===== config.mk =====
export PLATFORM = sky130hd
export DESIGN_NAME = seed_request_arbiter_flat
export DESIGN_NICKNAME = d
export VERILOG_FILES = /design/src/rtl/seed_request_arbiter_if.sv /design/src/rtl/seed_request_arbiter.sv /design/src/flat_wrapper.sv
export SDC_FILE = /design/constraint.sdc
export NUM_CORES = 1
export LEC_CHECK = 0
export BUFFER_PORTS_ARGS = -buffer_cell sky130_fd_sc_hd__buf_2
export CAP_MARGIN = 20
export CORE_MARGIN = 2
export CORE_UTILIZATION = 60
export DETAILED_ROUTE_END_ITERATION = 6
export PLACE_DENSITY = 0.85
export SETUP_SLACK_MARGIN = 0.15
export SLEW_MARGIN = 5
export SYNTH_ARGS = -nofsm -noshare
export SYNTH_HDL_FRONTEND = slang
export SYNTH_SLANG_ARGS = --single-unit

===== constraint.sdc =====
create_clock -name clk -period 2.75 [get_ports clk]
set_input_delay 0.55 -clock clk [delete_from_list [all_inputs] [get_ports clk]]
set_output_delay 0.55 -clock clk [all_outputs]
set_load 0.01 [all_outputs]

===== src/rtl/seed_request_arbiter_if.sv =====
// ---------------------------------------------------------------------------
// seed_request_arbiter_if
//
// Bundles every signal that runs between the seed request arbiter, the
// consumer blocks that ask for seeds and the shared LFSR seed generator.
//
// Signals:
//   req         requesters -> arbiter   per-requester level request
//   rate_sel    requesters -> arbiter   3-bit rate code per requester
//   ack         requesters -> arbiter   per-requester seed accepted
//   gnt         arbiter -> requesters   one-hot grant, zero when idle
//   seed_o      arbiter -> requesters   delivered seed
//   seed_valid  arbiter -> requesters   seed_o valid for the granted requester
//   gen_run     arbiter -> generator    generator start/stop
//   gen_rate    arbiter -> generator    generator rate select
//   gen_seed    generator -> arbiter    generator seed output
//   gen_ready   generator -> arbiter    seed ready, asynchronous to clk
//   busy        arbiter -> system       arbiter is in a transaction
//   timeout_err arbiter -> system       one-cycle pulse when the generator
//                                       never became ready
//
// Modports:
//   master  the arbiter itself
//   slave   the environment (requesters plus generator)
// ---------------------------------------------------------------------------
interface seed_request_arbiter_if #(
    parameter int NUM_REQ = 4,
    parameter int SEED_W  = 8
);

    logic [NUM_REQ-1:0]   req;
    logic [3*NUM_REQ-1:0] rate_sel;
    logic [NUM_REQ-1:0]   ack;
    logic [NUM_REQ-1:0]   gnt;
    logic [SEED_W-1:0]    seed_o;
    logic                 seed_valid;
    logic                 gen_run;
    logic [2:0]           gen_rate;
    logic [SEED_W-1:0]    gen_seed;
    logic                 gen_ready;
    logic                 busy;
    logic                 timeout_err;

    modport master (
        input  req, rate_sel, ack, gen_seed, gen_ready,
        output gnt, seed_o, seed_valid, gen_run, gen_rate, busy, timeout_err
    );

    modport slave (
        output req, rate_sel, ack, gen_seed, gen_ready,
        input  gnt, seed_o, seed_valid, gen_run, gen_rate, busy, timeout_err
    );

endinterface


===== src/rtl/seed_request_arbiter.sv =====
// ---------------------------------------------------------------------------
// seed_request_arbiter
//
// Shares one LFSR seed generator among NUM_REQ requesters. A round-robin
// arbiter picks a requester, the generator rate is programmed and allowed to
// settle, the generator is run until it signals ready, and the captured seed
// is handed to the granted requester, which acknowledges it. A timeout
// covers a generator that never becomes ready.
//
// Ports:
//   clk      system clock
//   reset_n  asynchronous active-low reset, released synchronously inside
//   bus      seed_request_arbiter_if.master, all handshake and generator pins
// ---------------------------------------------------------------------------
module seed_request_arbiter #(
    parameter int NUM_REQ     = 4,
    parameter int SEED_W      = 8,
    parameter int SETTLE_CYC  = 4,
    parameter int TIMEOUT_CYC = 20000
) (
    input  logic                   clk,
    input  logic                   reset_n,
    seed_request_arbiter_if.master bus
);

    localparam int IDX_W = $clog2(NUM_REQ);
    localparam int SET_W = $clog2(SETTLE_CYC + 1);
    localparam int TMO_W = $clog2(TIMEOUT_CYC + 1);

    typedef enum logic [1:0] {
        IDLE,
        CONFIG,
        WAIT,
        DELIVER
    } state_e;

    logic [1:0]         rstSync_q;
    logic               rstInt_n;

    logic [1:0]         rdySync_q;
    logic               rdyPrev_q;
    logic               rdyRise;

    state_e             state_q,      state_d;
    logic [IDX_W-1:0]   grantIdx_q,   grantIdx_d;
    logic [IDX_W-1:0]   rrPtr_q,      rrPtr_d;
    logic [NUM_REQ-1:0] gnt_q,        gnt_d;
    logic [SEED_W-1:0]  seed_q,       seed_d;
    logic               seedValid_q,  seedValid_d;
    logic               genRun_q,     genRun_d;
    logic [2:0]         genRate_q,    genRate_d;
    logic [SET_W-1:0]   settle_q,     settle_d;
    logic [TMO_W-1:0]   tmo_q,        tmo_d;
    logic               timeoutErr_q, timeoutErr_d;

    logic [IDX_W-1:0]   winnerIdx;
    logic [IDX_W-1:0]   nextPtr;

    // Adds an offset to a requester index and wraps it back into
    // 0..NUM_REQ-1, which also works when NUM_REQ is not a power of two.
    function automatic logic [IDX_W-1:0] wrapAdd(input logic [IDX_W-1:0] base,
                                                 input int               off);
        int sum;
        sum = int'(base) + off;
        if (sum >= NUM_REQ) begin
            sum = sum - NUM_REQ;
        end
        return IDX_W'(sum);
    endfunction

    // Reset synchronizer: the external reset clears everything at once, but
    // its release is seen by the rest of the design only on a clock edge so
    // no flop leaves reset in the middle of a cycle.
    always_ff @(posedge clk or negedge reset_n) begin
        if (!reset_n) begin
            rstSync_q <= '0;
        end else begin
            rstSync_q <= {rstSync_q[0], 1'b1};
        end
    end

    assign rstInt_n = rstSync_q[1];

    // gen_ready comes from another clock domain, so it goes through two
    // flops before use; the third flop remembers the previous synchronized
    // level so a new seed is recognised only on its rising edge.
    always_ff @(posedge clk or negedge rstInt_n) begin
        if (!rstInt_n) begin
            rdySync_q <= '0;
            rdyPrev_q <= 1'b0;
        end else begin
            rdySync_q <= {rdySync_q[0], bus.gen_ready};
            rdyPrev_q <= rdySync_q[1];
        end
    end

    assign rdyRise = rdySync_q[1] & ~rdyPrev_q;

    // Round-robin pick: scan from the far end of the window back towards
    // rrPtr_q so the last hit written is the first requester at or after
    // the pointer, wrapping past NUM_REQ-1.
    always_comb begin
        winnerIdx = rrPtr_q;
        for (int k = NUM_REQ - 1; k >= 0; k--) begin
            if (bus.req[wrapAdd(rrPtr_q, k)]) begin
                winnerIdx = wrapAdd(rrPtr_q, k);
            end
        end
    end

    assign nextPtr = wrapAdd(grantIdx_q, 1);

    // Next-state and output logic. Every output is registered so the
    // requesters and the generator see clean, glitch-free levels. Any exit
    // from a granted transaction (ack, withdrawal or timeout) moves the
    // pointer past the served requester, which bounds everyone's wait to
    // NUM_REQ-1 transactions. In WAIT a withdrawal wins over everything,
    // and a seed arriving on the timeout's last cycle wins over the timeout.
    always_comb begin
        state_d      = state_q;
        grantIdx_d   = grantIdx_q;
        rrPtr_d      = rrPtr_q;
        gnt_d        = gnt_q;
        seed_d       = seed_q;
        seedValid_d  = seedValid_q;
        genRun_d     = genRun_q;
        genRate_d    = genRate_q;
        settle_d     = settle_q;
        tmo_d        = tmo_q;
        timeoutErr_d = 1'b0;

        case (state_q)
            IDLE: begin
                if (|bus.req) begin
                    state_d    = CONFIG;
                    grantIdx_d = winnerIdx;
                    gnt_d      = NUM_REQ'(1) << winnerIdx;
                    genRate_d  = bus.rate_sel[3*winnerIdx +: 3];
                    settle_d   = SET_W'(SETTLE_CYC);
                end
            end

            CONFIG: begin
                if (!bus.req[grantIdx_q]) begin
                    state_d = IDLE;
                    gnt_d   = '0;
                    rrPtr_d = nextPtr;
                end else begin
                    settle_d = settle_q - 1'b1;
                    if (settle_q == SET_W'(1)) begin
                        state_d  = WAIT;
                        genRun_d = 1'b1;
                        tmo_d    = '0;
                    end
                end
            end

            WAIT: begin
                if (!bus.req[grantIdx_q]) begin
                    state_d  = IDLE;
                    gnt_d    = '0;
                    genRun_d = 1'b0;
                    rrPtr_d  = nextPtr;
                end else if (rdyRise) begin
                    state_d     = DELIVER;
                    seed_d      = bus.gen_seed;
                    seedValid_d = 1'b1;
                    genRun_d    = 1'b0;
                end else if (tmo_q == TMO_W'(TIMEOUT_CYC - 1)) begin
                    state_d      = IDLE;
                    timeoutErr_d = 1'b1;
                    gnt_d        = '0;
                    genRun_d     = 1'b0;
                    rrPtr_d      = nextPtr;
                end else begin
                    tmo_d = tmo_q + 1'b1;
                end
            end

            DELIVER: begin
                if (bus.ack[grantIdx_q] || !bus.req[grantIdx_q]) begin
                    state_d     = IDLE;
                    seedValid_d = 1'b0;
                    gnt_d       = '0;
                    rrPtr_d     = nextPtr;
                end
            end

            default: begin
                state_d = IDLE;
            end
        endcase
    end

    // State and output registers. Reset aborts any transaction silently:
    // outputs drop to zero and no timeout pulse is produced.
    always_ff @(posedge clk or negedge rstInt_n) begin
        if (!rstInt_n) begin
            state_q      <= IDLE;
            grantIdx_q   <= '0;
            rrPtr_q      <= '0;
            gnt_q        <= '0;
            seed_q       <= '0;
            seedValid_q  <= 1'b0;
            genRun_q     <= 1'b0;
            genRate_q    <= '0;
            settle_q     <= '0;
            tmo_q        <= '0;
            timeoutErr_q <= 1'b0;
        end else begin
            state_q      <= state_d;
            grantIdx_q   <= grantIdx_d;
            rrPtr_q      <= rrPtr_d;
            gnt_q        <= gnt_d;
            seed_q       <= seed_d;
            seedValid_q  <= seedValid_d;
            genRun_q     <= genRun_d;
            genRate_q    <= genRate_d;
            settle_q     <= settle_d;
            tmo_q        <= tmo_d;
            timeoutErr_q <= timeoutErr_d;
        end
    end

    assign bus.gnt         = gnt_q;
    assign bus.seed_o      = seed_q;
    assign bus.seed_valid  = seedValid_q;
    assign bus.gen_run     = genRun_q;
    assign bus.gen_rate    = genRate_q;
    assign bus.timeout_err = timeoutErr_q;
    assign bus.busy        = (state_q != IDLE);

endmodule


===== src/flat_wrapper.sv =====
// flat-port wrapper written by rule: the top's interface ports become plain ports
module seed_request_arbiter_flat 
#(
    parameter int NUM_REQ     = 4,
    parameter int SEED_W      = 8,
    parameter int SETTLE_CYC  = 4,
    parameter int TIMEOUT_CYC = 20000
)
  (clk, reset_n, bus_req, bus_rate_sel, bus_ack, bus_gen_seed, bus_gen_ready, bus_gnt, bus_seed_o, bus_seed_valid, bus_gen_run, bus_gen_rate, bus_busy, bus_timeout_err);
  seed_request_arbiter_if #(.NUM_REQ(NUM_REQ), .SEED_W(SEED_W)) bus_i ();
  input  logic clk;
  input  logic reset_n;
  input wire logic [$bits(bus_i.req)-1:0] bus_req;
  input wire logic [$bits(bus_i.rate_sel)-1:0] bus_rate_sel;
  input wire logic [$bits(bus_i.ack)-1:0] bus_ack;
  input wire logic [$bits(bus_i.gen_seed)-1:0] bus_gen_seed;
  input wire logic [$bits(bus_i.gen_ready)-1:0] bus_gen_ready;
  output wire logic [$bits(bus_i.gnt)-1:0] bus_gnt;
  output wire logic [$bits(bus_i.seed_o)-1:0] bus_seed_o;
  output wire logic [$bits(bus_i.seed_valid)-1:0] bus_seed_valid;
  output wire logic [$bits(bus_i.gen_run)-1:0] bus_gen_run;
  output wire logic [$bits(bus_i.gen_rate)-1:0] bus_gen_rate;
  output wire logic [$bits(bus_i.busy)-1:0] bus_busy;
  output wire logic [$bits(bus_i.timeout_err)-1:0] bus_timeout_err;
  assign bus_i.req = bus_req;
  assign bus_i.rate_sel = bus_rate_sel;
  assign bus_i.ack = bus_ack;
  assign bus_i.gen_seed = bus_gen_seed;
  assign bus_i.gen_ready = bus_gen_ready;
  assign bus_gnt = bus_i.gnt;
  assign bus_seed_o = bus_i.seed_o;
  assign bus_seed_valid = bus_i.seed_valid;
  assign bus_gen_run = bus_i.gen_run;
  assign bus_gen_rate = bus_i.gen_rate;
  assign bus_busy = bus_i.busy;
  assign bus_timeout_err = bus_i.timeout_err;
  seed_request_arbiter #(.NUM_REQ(NUM_REQ), .SEED_W(SEED_W), .SETTLE_CYC(SETTLE_CYC), .TIMEOUT_CYC(TIMEOUT_CYC)) u_core (.clk(clk), .reset_n(reset_n), .bus(bus_i));
endmodule

# Word-level counts from Yosys, hierarchy flattened
# Index checks and enable logic that the tools add are counted.
[classes]
addsub = 11
multipliers = 1
n_div = 0
order_cmp = 10
eq_ne = 18
shift = 2
muxes = 65
bitwise = 2
reduce_logical = 18
[op_table]
columns = ["operator", "count"]
rows = [
  ["$mux 15", 5],
  ["$mux 2", 21],
  ["$pmux 15 s2", 1],
  ["$mux 4", 6],
  ["$mux 1", 18],
  ["$pmux 4 s4", 1],
  ["$add 15x1->15 const B", 1],
  ["$eq 15x15->1 const B", 1],
  ["$lt 2x3->1 const B", 5],
  ["$bmux 1 s2", 6],
  ["$ge 3x3->1 const B", 4],
  ["$ne 2x1->1 const B", 6],
  ["$reduce_and 4->1", 3],
  ["$shiftx 12x5->3", 1],
  ["$reduce_and 5->1", 2],
  ["$sub 2x1->2 const B", 5],
  ["$pmux 2 s4", 1],
  ["$reduce_bool 2->1", 4],
  ["$add 2x1->3 const B", 2],
  ["$add 2x2->3 const B", 2],
  ["$mux 3", 2],
  ["$ne 2x2->1 const B", 3],
  ["$ne 3x3->1 const B", 2],
  ["$pmux 2 s3", 1],
  ["other kinds (21)", 24],
]
[totals]
ff_bits = 47
latch_bits = 0
ram_bits = 0
rom_bits = 0
in_bits = 31
word_cells = 141
memories = 0

# Longest topological paths before layout
# Gate-level depths: netlist of the first run.
[depth]
depth_word = 12
mapped_depth = 9
depth_no_buf = 7

# Least setup slack after synthesis of the first run
# No wires, ideal clock.
[synth_path]
path_type = "input to register"
from = "input port bus_req[3]"
to = "register u_core.rrPtr_q[1]"
setup_time_ns = 0.125
t_arrival_ns = 2.124
t_required_ns = 2.625
path_slack_ns = 0.501
stages = 7
path_cell_list = "clkbuf_2 > mux4_2 > buf_2 > o21ai_0 > o221a_2 > and2_4 > mux2_4"
[synth_via]
elab_chain_len = 6
word_cells_on_any_way = 11
cone_classes = "eq/ne (4); mux (4); reduce/logical (3)"
[synth_lines]
columns = ["element", "line_no", "text"]
rows = [
  ["from (decl)", "flat_wrapper.sv:13", "input wire logic [$bits(bus_i.req)-1:0] bus_req;"],
  ["$bmux 1 s2 *", "seed_request_arbiter.sv:144, seed_request_arbiter.sv:159, seed_request_arbiter.sv:181", ""],
  ["$mux 1 (not written as such) *", "seed_request_arbiter.sv:144, seed_request_arbiter.sv:159, seed_request_arbiter.sv:181", ""],
  ["$logic_not 1->1", "seed_request_arbiter.sv:181", "if (bus.ack[grantIdx_q] || !bus.req[grantIdx_q]) begin"],
  ["$logic_or 1x1->1", "seed_request_arbiter.sv:181", ""],
  ["$ne 2x1->1 (no source line)", "n/a", ""],
  ["$reduce_and 5->1 (no source line)", "n/a", ""],
  ["to (signal assigned)", "seed_request_arbiter.sv:213", "rrPtr_q <= rrPtr_d;"],
  ["to (decl)", "seed_request_arbiter.sv:46", "logic [IDX_W-1:0] rrPtr_q, rrPtr_d;"],
]
# Mark *: on every way between the ends. The rest lies on a longest branch, timed or not. The select of a mux whose other input is x is not followed.
# A chain may end at the register's enable or synchronous reset.

# Final worst setup path of the first run
[layout_path]
from = "register u_core.tmo_q[7]"
to = "register u_core.state_q[1]"
[layout_via]
elab_chain_len = 3
[layout_lines]
columns = ["element", "line_no", "text"]
rows = [
  ["from (decl)", "seed_request_arbiter.sv:53", "logic [TMO_W-1:0] tmo_q, tmo_d;"],
  ["from (signal assigned)", "seed_request_arbiter.sv:220", "tmo_q <= tmo_d;"],
  ["$eq 15x15->1", "seed_request_arbiter.sv:169", "end else if (tmo_q == TMO_W'(TIMEOUT_CYC - 1)) begin"],
  ["$ne 4x3->1 (no source line)", "n/a", ""],
  ["$reduce_and 4->1 (no source line)", "n/a", ""],
  ["to (signal assigned)", "seed_request_arbiter.sv:211", "state_q <= state_d;"],
  ["to (decl)", "seed_request_arbiter.sv:44", "state_e state_q, state_d;"],
]
# Every way passes these cells.

==> results.py, run 1 <==
metrics = {
    "placed_design": {
        "dp_hpwl_um": 4490,
        "portBuffers": 49,
        "place_ws_ps": 387,
        "place_inst": 390,
        "place_congestion": 0.850,
        "placed_cell_area_sq_um": 3120,
    },
    "power_and_ir_drop": {
        "p_int_mw": 1.71,
        "p_comb_share_pct": 45.7,
        "ir_worst_vdd_uv": 586,
        "powerDensity_nw_per_um2": 894,
        "power.share.clock_pct": 18.2,
        "p_switching_mw": 1.19,
        "p_leak_nw": 1.46,
        "swShare_pct": 41.1,
        "seqPwrFrac_pct": 36.1,
    },
    "route": {
        "wl_per_cell_um": 15.8,
        "via_per_inst": 6.19,
        "vias": 2469,
        "drtIter0Drc": 166,
        "wirelength_um": 6300,
        "antenna_left": 0,
        "drc": 0,
        "drt_pass1_iterations": 4,
    },
    "floorplanning": {
        "initial_core_util_pct": 61.3,
        "core_sq_um": 4630,
        "die_w_um": 72.8,
        "die-area_sq_um": 5300,
        "num_io_pins": 50,
        "std_cell_rows": 25,
        "die_h_um": 72.8,
    },
    "clocking": {
        "cts_hold_buf": 0,
        "post_cts_resize_count": 0,
        "root_buffer": "clkbuf_8",
        "clk_pin_slew_worst_paths_ps": 100,
        "cts_buffer_depth": 2,
        "cts_tree": "built",
        "clkLatencyLatePin_ps": 310,
        "cts.sinks": 47,
        "htreeDepth": 2,
        "post_cts_buffers": 0,
        "numCtsBuffers": 5,
    },
    "setup_path": {
        "cp_data_arrival_time_ps": 2520,
        "path_cells": "or4_4, nor4_4, a21o_1, o21ai_2, o32ai_1",
        "rr_endpoint": "u_core.state_q[1]",
        "cp-end-kind": "flop",
        "worstPathRequired_ps": 2940,
        "crit_start": "u_core.tmo_q[7]",
        "crit_path_max_incr_delay_ps": 570,
        "path_class": "reg2reg",
        "reg2reg_slack_ps": 420,
        "slowest_stage": "or4_4",
        "reg2reg_depth": 5,
        "start_kind": "flop",
        "r2r_start": "u_core.tmo_q[7]",
        "critPathCapture": "u_core.state_q[1]",
        "crit_fanout": 12,
    },
    "hold_path": {
        "min_path_cells": 1,
        "worstHoldPathType": "in2reg",
    },
    "logic_synthesis": {
        "synth_edf_count": 0,
        "ys_async_sr_fraction_pct": 100,
        "synth-warning-count": 0,
        "synth_area_leaders": "dfrtp_1 (41%), nand2_1 (7.7%), ha_1 (3.1%)",
        "syn_area_sq_um": 2840,
        "syn_nets": 333,
        "synth_top_cell_by_area": "dfrtp_1",
        "ys.flop_type": "dfrtp_1",
        "synth_area_per_cell_sq_um": 9.62,
        "synth_top_cell_area_share_pct": 41.4,
        "synth_seq_cells": 47,
        "yosysMostFrequentCell": "nand2_1",
        "yosysSeqAreaShare_pct": 41.4,
        "postSynthCellCount": 295,
        "yosys.cell_types.count": 67,
        "synth.top_cells.by_count": "nand2_1 (58), dfrtp_1 (47), nand3_1 (12), nor2_1 (12), o21ai_0 (12)",
    },
    "sta": {
        "setup_viol": 0,
        "fmax_mhz": 429,
        "rsz0062_at_grt": "false",
        "worst_slack_ps": 421,
        "final_max_slew_viol_count": 0,
        "relSlewSlack_pct": 35.0,
        "finalCritPeriodShare_pct": 84.7,
        "tightest_slew_ps": 976,
        "hold_viol": 0,
        "finalClockSkew_ps": 8.01,
        "fin_tns_setup_ps": 0,
        "fin_crit_ps": 2330,
    },
    "finish": {
        "fin_cells": 399,
        "layout-drive-gt1-share_pct": 23.8,
        "antenna_cells": 0,
        "layout.nets": 382,
        "area_delta_synth_final_pct": 14.3,
        "final_area_sq_um": 3250,
    },
    "global_route": {
        "grt_pass1_wl_um": 10900,
        "track_usage_pct": 26.0,
        "grt_max_degree": 46,
        "grt_pass1_vias": 2418,
        "grt_antenna_before_repair": 0,
        "grt-ovfl-total": 0,
    },
    "run": {
        "maxCapViolCount": 0,
    },
    "outcome": {
        "outcome": "complete, no violations",
    },
}
-- through the flow --
stage	power [mW]	utilization [%]	hold WS (ps)
final	2.90	70.1	344
after global routing	3.09	70.1	325
after CTS	2.90	69.9	1.63
after detailed placement	2.36	67.4	338
after global placement	2.32	67.4	333
after floorplan	1.99	-	254
-- layout make-up --
class	count	area (sq um)
Multi-Input combinational cell	227	1560
Fill cell	349	1380
Sequential cell	47	1180
Timing Repair Buffer	53	290
Clock buffer	5	68.8
Tap cell	54	67.6
Clock inverter	3	47.5
Inverter	10	37.5
-- registers in the layout, summed over array words and instances, names as in the netlist, 3 cells and up --
name,flops
u_core.bus.gnt,4
u_core.bus.seed_o,8
u_core.tmo_q,15
u_core.bus.gen_rate,3
u_core.settle_q,3
-- cell families after synthesis --
kind of cell	share of synthesized area, %
multiplexers	6.30
other	0.132
XOR/XNOR	0.926
flip-flops	41.4
buffers and inverters	3.75
adder cells (fa/ha/maj)	3.08
AO/OA/AOI/OAI	16.8
AND/OR/NAND/NOR	27.5
-- worst min-delay path by stage --
stage | from | to | slack, ps
detailed placement | reset_n | u_core.rstSync_q[0] | 340
global placement | u_core.rdySync_q[0] | u_core.rdySync_q[1] | 330
floorplan | reset_n | u_core.rstSync_q[0] | 250
finish | bus_gen_ready | u_core.rdySync_q[0] | 340
CTS | reset_n | u_core.rstSync_q[1] | 2
global route | bus_gen_ready | u_core.rdySync_q[0] | 330
-- power groups by stage --
| stage | registers [mW] | clock network, mW | logic, mW |
|---|---|---|---|
| 6_report | 1.05 | 0.529 | 1.33 |
| 3_5_place_dp | 1.06 | 0 | 1.31 |
| 4_1_cts | 1.05 | 0.535 | 1.32 |
| 2_1_floorplan | 1.05 | 0 | 0.949 |
| 3_3_place_gp | 1.06 | 0 | 1.26 |
| 5_1_grt | 1.08 | 0.558 | 1.45 |
-- per-layer routing --
metal  wire [um]  track usage [%]  vias to the layer above
li1            -                -                     1184
met1        2760             33.5                     1195
met2        3170             44.2                       82
met3         309             5.11                        8
met4          70             8.02                        0
met5           0                0                        -
-- worst max-delay path, delay by kind of cell, from the launching register on --
family / cells / cell delay, ps
simple gates: 2 / 930
compound gates: 3 / 830
flops: 1 / 460
-- placed cells by master (no fill, tap or decap), types with 3 or more instances in the layout --
cell      instances
dfrtp_1          46
or4_1             3
buf_2            49
nor2b_1           9
nand3_2           3
mux2i_1           7
nand2b_1          9
and4_1            4
o21ai_0          12
nor2_1           12
nand2_1          58
clkbuf_8          5
o211ai_1          9
nand4_1           3
a32o_1            3
nor3_1            6
mux4_2            3
and3_1            4
a22o_1            3
a211oi_1          8
nand3_1          12
ha_1              7
a21oi_1           4
inv_1             9
No activity file was read; power rests on OpenSTA's default activity.
==> run 2, diff against run 1 <==
CORE_UTILIZATION = 56   (was 60)
PLACE_DENSITY = 0.8   (was 0.85)
clock period = 2.4 ns   (was 2.75 ns; I/O delays follow)
==> run 2 against run 1 <==
Net effect: global-route usage fell by 0.20 points; cell area grew 8.6%; clock power rose by 35%; worst hold slack worse by 81 ps; sequential cell count is the same; maximum frequency is 3.8% higher; register-to-register slack got worse by 260 ps; worst setup slack got worse by 260 ps; non-clock buffer count grew 21; sequential share of layout area shrank 2.7 points; power increased by 31%; core utilization increased by 3.1 points.
==> results.py, run 2 (same netlist as run 1, synthesis figures left out) <==
metrics = {
    "outcome": {
        "outcome": "complete, no violations",
    },
    "floorplanning": {
        "core_sq_um": 4820,
        "die-area_sq_um": 5660,
        "std_cell_rows": 25,
        "die_h_um": 75.2,
        "num_io_pins": 50,
        "initial_core_util_pct": 58.9,
        "die_w_um": 75.2,
    },
    "power_and_ir_drop": {
        "ir_worst_vdd_uv": 816,
        "p_int_mw": 2.35,
        "p_leak_nw": 1.59,
        "swShare_pct": 38.5,
        "p_switching_mw": 1.47,
        "powerDensity_nw_per_um2": 1080,
        "seqPwrFrac_pct": 31.6,
        "power.share.clock_pct": 18.7,
        "p_comb_share_pct": 49.6,
        "totalPowerFinal_mw": 3.82,
    },
    "setup_path": {
        "crit_path_max_incr_delay_ps": 530,
        "reg2reg_slack_ps": 160,
        "start_kind": "flop",
        "rr_endpoint": "u_core.rrPtr_q[1]",
        "path_cells": "or4_4, nor4_4, o221a_4, and2_4, mux2_4",
        "cp-end-kind": "flop",
        "crit_fanout": 5,
        "reg2reg_depth": 5,
        "r2r_start": "u_core.tmo_q[8]",
        "cp_data_arrival_time_ps": 2440,
        "worstPathRequired_ps": 2600,
        "slowest_stage": "or4_4",
        "path_class": "reg2reg",
    },
    "clocking": {
        "numCtsBuffers": 5,
        "clkLatencyLatePin_ps": 320,
        "cts_buffer_depth": 2,
        "clk_pin_slew_worst_paths_ps": 110,
        "htreeDepth": 2,
        "cts.sinks": 47,
        "root_buffer": "clkbuf_8",
        "cts_tree": "built",
    },
    "global_route": {
        "top_usage_layer": "met2",
        "grt-ovfl-total": 0,
        "grt_pass1_vias": 2406,
        "met1_usage_pct": 36.0,
        "grt_pass1_wl_um": 11200,
        "track_usage_pct": 25.8,
        "grt_util_met3_pct": 4.42,
        "use_met2_pct": 40.4,
        "grt_antenna_before_repair": 0,
        "grt_max_degree": 27,
    },
    "placed_design": {
        "dp_hpwl_um": 4640,
        "place_congestion": 0.910,
        "portBuffers": 49,
    },
    "finish": {
        "num-fill-cells": 375,
        "area_delta_synth_final_pct": 24.2,
        "largest_reg_flops": 15,
        "final_cell_mix": "nand2_1 (58), buf_2 (49), dfrtp_1 (42), buf_4 (22)",
        "antenna_cells": 0,
        "layout-drive-gt1-share_pct": 31.7,
        "layout_commonest_cell": "nand2_1",
        "layout.nets": 403,
        "regMostFlops": "u_core.tmo_q",
    },
    "sta": {
        "rsz0062_at_grt": "true",
        "hold_viol": 0,
        "finalCritPeriodShare_pct": 93.5,
        "final_max_slew_viol_count": 0,
        "relSlewSlack_pct": 53.8,
        "setup_viol": 0,
        "whs_ps": 262,
        "fin_crit_ps": 2240,
        "fin_tns_setup_ps": 0,
        "tightest_slew_ps": 685,
        "finalClockSkew_ps": 20.1,
        "fmax_mhz": 446,
    },
    "route": {
        "vias": 2632,
        "antenna_left": 0,
        "wirelength_um": 6890,
        "via_per_inst": 6.08,
        "drt_pass1_iterations": 7,
        "wl_per_cell_um": 15.9,
        "drtIter0Drc": 249,
        "drc": 0,
    },
    "run": {
        "maxCapViolCount": 0,
    },
    "hold_path": {
        "worstHoldPathType": "reg2async",
    },
}
==> run 2: changes by cell type in the layout (fill, tap and decap cells not counted), sizes merged <==
cell / previous run / this run
buf: 52 / 72
bufbuf: 0 / 1
clkinv: 2 / 1
bufinv: 1 / 2
==> run 2: critical path: cells and delay by family, from the launching register on <==
| family | cells | cell delay (ps) |
|---|---|---|
| flops | 1 | 460 |
| mux | 1 | 290 |
| simple gates | 3 | 1090 |
| compound gates | 1 | 280 |
==> run 2: cell type report <==
cell class                 instances  area, sq um  area share, %
inverter                          10         37.5           1.06
timing repair buffer              74          464           13.2
clock inverter                     3         71.3           2.02
tap                               67         83.8           2.38
multi-input combinational        227         1620           45.9
sequential                        47         1180           33.5
clock buffer                       5         68.8           1.95
==> run 2: through the flow <==
step / utilization [%] / cells / setup slack, ps / cell area, sq um
after floorplan: - / 295 / 221 / 2840
after global placement: 66.8 / 414 / 186 / 3220
after detailed placement: 66.8 / 414 / 80.5 / 3220
after CTS: 70.9 / 426 / 113 / 3410
after global routing: 73.2 / 433 / 88.5 / 3530
final: 73.2 / 433 / 157 / 3530
==> run 2: power groups by stage <==
stage	sequential (mW)	clock [mW]	combinational, mW
global placement	1.19	0	1.52
global route	1.24	0.745	2.06
detailed placement	1.20	0	1.58
finish	1.21	0.715	1.89
floorplan	1.20	0	1.09
CTS	1.19	0.725	1.70
==> run 2: worst max path at each step <==
| stage | start | endpoint | slack [ps] | depth (start not counted) |
|---|---|---|---|---|
| after global routing | u_core.state_q[1] | u_core.tmo_q[2] | 90 | 9 |
| after global placement | bus_req[0] | u_core.tmo_q[2] | 190 | 7 |
| after detailed placement | u_core.state_q[0] | u_core.tmo_q[2] | 80 | 8 |
| after CTS | u_core.state_q[0] | u_core.tmo_q[2] | 110 | 9 |
| final | u_core.tmo_q[8] | u_core.rrPtr_q[1] | 160 | 5 |
| after floorplan | bus_req[3] | u_core.rrPtr_q[1] | 220 | 7 |
==> run 2: per-layer routing <==
layer,wire length [um],part of all wire [%]
met1,3060,44
met2,3220,47
met3,440,6.4
met4,162,2.4
met5,0,0
==> run 2: repair_timing <==
item / in CTS / in global routing
resized for setup: 2 / 15
endpoints found under the setup margin: 2 / 17
hold buffers: 1 / 0
buffers inserted: 2 / 7
endpoints found under the hold margin: 2 / 0
gates cloned: 1 / 0
pin swaps: 1 / 2
==> run 3, diff against run 2 <==
ABC_AREA = 1   (was not set)
==> run 3 against run 2 <==
Net effect: core utilization is 5.7 points lower; highest routed layer unchanged; largest cell class unchanged; clock skew is 11 ps lower; largest power group unchanged; critical path depth is 5 higher; sequential power is 3% lower.
==> results.py, run 3 <==
metrics = {
    "setup_path": {
        "crit_fanout": 11,
        "r2r_start": "u_core.state_q[0]",
        "path_class": "reg2reg",
        "worstPathRequired_ps": 2580,
        "cp_data_arrival_time_ps": 2140,
        "crit_start": "u_core.state_q[0]",
        "start_kind": "flop",
        "cp-end-kind": "flop",
    },
    "route": {
        "via_per_inst": 5.04,
        "wl_per_cell_um": 11.9,
        "drc": 0,
        "drt_pass1_iterations": 4,
        "vias": 2503,
        "antenna_left": 0,
        "drtIter0Drc": 119,
        "wirelength_um": 5890,
    },
    "power_and_ir_drop": {
        "power.share.clock_pct": 13.5,
        "p_leak_nw": 1.69,
        "p_int_mw": 1.92,
        "swShare_pct": 46.9,
        "p_switching_mw": 1.70,
        "seqPwrFrac_pct": 32.4,
        "p_comb_share_pct": 54.1,
        "powerDensity_nw_per_um2": 1130,
        "ir_worst_vdd_uv": 780,
    },
    "logic_synthesis": {
        "ys.flop_type": "dfrtp_1",
        "syn_nets": 411,
        "synth_area_leaders": "dfrtp_1 (43%), nand2_1 (18%), nand3_1 (6.2%)",
        "synth-warning-count": 0,
        "synth_top_cell_area_share_pct": 42.6,
        "yosysSeqAreaShare_pct": 42.6,
        "ys_async_sr_fraction_pct": 100,
        "yosysMostFrequentCell": "nand2_1",
        "synth_top_cell_by_area": "dfrtp_1",
        "synth_area_per_cell_sq_um": 7.41,
        "synth_edf_count": 0,
        "yosys.cell_types.count": 31,
        "postSynthCellCount": 373,
        "synth_seq_cells": 47,
        "syn_area_sq_um": 2760,
        "synth.top_cells.by_count": "nand2_1 (129), dfrtp_1 (47), inv_1 (41), nand3_1 (34), o21ai_0 (25)",
    },
    "placed_design": {
        "portBuffers": 49,
        "dp_hpwl_um": 4530,
        "place_congestion": 0.942,
    },
    "floorplanning": {
        "std_cell_rows": 25,
        "die-area_sq_um": 5510,
        "num_io_pins": 50,
        "initial_core_util_pct": 58.1,
        "die_h_um": 74.2,
        "core_sq_um": 4750,
        "die_w_um": 74.2,
    },
    "sta": {
        "finalCritPeriodShare_pct": 81.4,
        "fin_tns_setup_ps": 0,
        "final_max_slew_viol_count": 0,
        "whs_ps": 113,
        "fin_crit_ps": 1950,
        "rsz0062_at_grt": "false",
        "fmax_mhz": 512,
        "setup_viol": 0,
        "finalClockSkew_ps": 9.12,
        "hold_viol": 0,
    },
    "clocking": {
        "numCtsBuffers": 5,
        "clk_pin_slew_worst_paths_ps": 80,
        "clkLatencyLatePin_ps": 300,
        "cts_buffer_depth": 2,
        "cts.sinks": 47,
        "htreeDepth": 2,
        "post_cts_resize_count": 0,
        "cts_tree": "built",
        "root_buffer": "clkbuf_8",
        "cts_hold_buf": 1,
        "post_cts_buffers": 0,
    },
    "global_route": {
        "grt_max_degree": 46,
        "grt_pass1_wl_um": 9850,
        "grt-ovfl-total": 0,
        "track_usage_pct": 23.3,
        "grt_antenna_before_repair": 0,
        "grt_pass1_vias": 2299,
    },
    "hold_path": {
        "worstHoldPathType": "reg2async",
    },
    "finish": {
        "antenna_cells": 0,
        "largest_reg_flops": 15,
        "regMostFlops": "u_core.tmo_q",
        "num-fill-cells": 405,
        "final_cell_mix": "nand2_1 (129), buf_2 (49), dfrtp_1 (46), inv_1 (41), nand3_1 (34)",
        "layout.nets": 467,
        "area_delta_synth_final_pct": 16.1,
        "layout_commonest_cell": "nand2_1",
        "layout-drive-gt1-share_pct": 20.0,
    },
    "run": {
        "maxCapViolCount": 0,
    },
    "outcome": {
        "outcome": "complete, no violations",
    },
}
## run 3: worst max-delay path, stage by stage, from the launching register on
cell and delay (ps):
dfrtp_1 410, inv_1 100, ha_1 240, inv_1 210, nor2_2 100, nand2_4 140, inv_4 90, nor2_4 120
nand3_4 120, a21oi_2 210, o21ai_0 100
## run 3: per-layer routing
layer  GRT usage (%)  routed length (um)
met5               0                   0
met4            9.33                 118
met3            3.52                 263
met2            37.4                2570
met1            32.0                2940
## run 3: worst paths after layout
check | cells past startpoint | endpoint | slack (ps)
max reg2reg | 10 | u_core.bus.gnt[0] | 450
min reg2reg | 0 | u_core.tmo_q[2] | 110
min | 0 | u_core.tmo_q[2] | 110
max in group asynchronous | 2 | u_core.rstSync_q[1] | 1810
min in group clk | 1 | u_core.rdySync_q[0] | 280
max | 10 | u_core.bus.gnt[0] | 450
## run 3: cells by family (layout without fill, tap and decap cells)
logic type                 Yosys count  after routing  share of synthesized area (%)
DFF                                 47             47                           42.6
xor gates and xnor gates             7              7                           2.22
adders and majority gates            7              7                           3.17
AOI/OAI and AO/OA                   43             43                           8.02
other                                1              1                          0.136
and+or+nand+nor                    214            214                           35.7
buffers and inverters               54            111                           8.15
## run 3: cell type report
class                           count  area, sq um  share of cell area [%]
Tap cell                           67         83.8                    2.61
Sequential cell                    47         1180                    36.7
Multi-Input combinational cell    272         1360                    42.4
Inverter                           48          185                    5.77
Clock buffer                        7         86.3                    2.69
Timing Repair Buffer               55          305                    9.52
Clock inverter                      1         8.76                   0.273
## run 3: power by group through the flow
stage	combinational, mW	sequential (mW)	clock, mW
floorplan	1.47	1.20	0
global placement	1.90	1.19	0
global route	2.25	1.20	0.532
finish	1.96	1.17	0.490
CTS	1.96	1.18	0.502
detailed placement	1.95	1.19	0
## run 3: metrics by stage
| step | std cells | total power, mW | cell area [sq um] | setup WS [ps] | utilization (%) |
|---|---|---|---|---|---|
| 2_1_floorplan | 373 | 2.67 | 2760 | 741 | - |
| 3_3_place_gp | 487 | 3.09 | 3080 | 488 | 64.8 |
| 3_5_place_dp | 487 | 3.14 | 3080 | 467 | 64.8 |
| 4_1_cts | 496 | 3.64 | 3190 | 450 | 67.1 |
| 5_1_grt | 497 | 3.98 | 3210 | 282 | 67.5 |
| 6_report | 497 | 3.62 | 3210 | 446 | 67.5 |
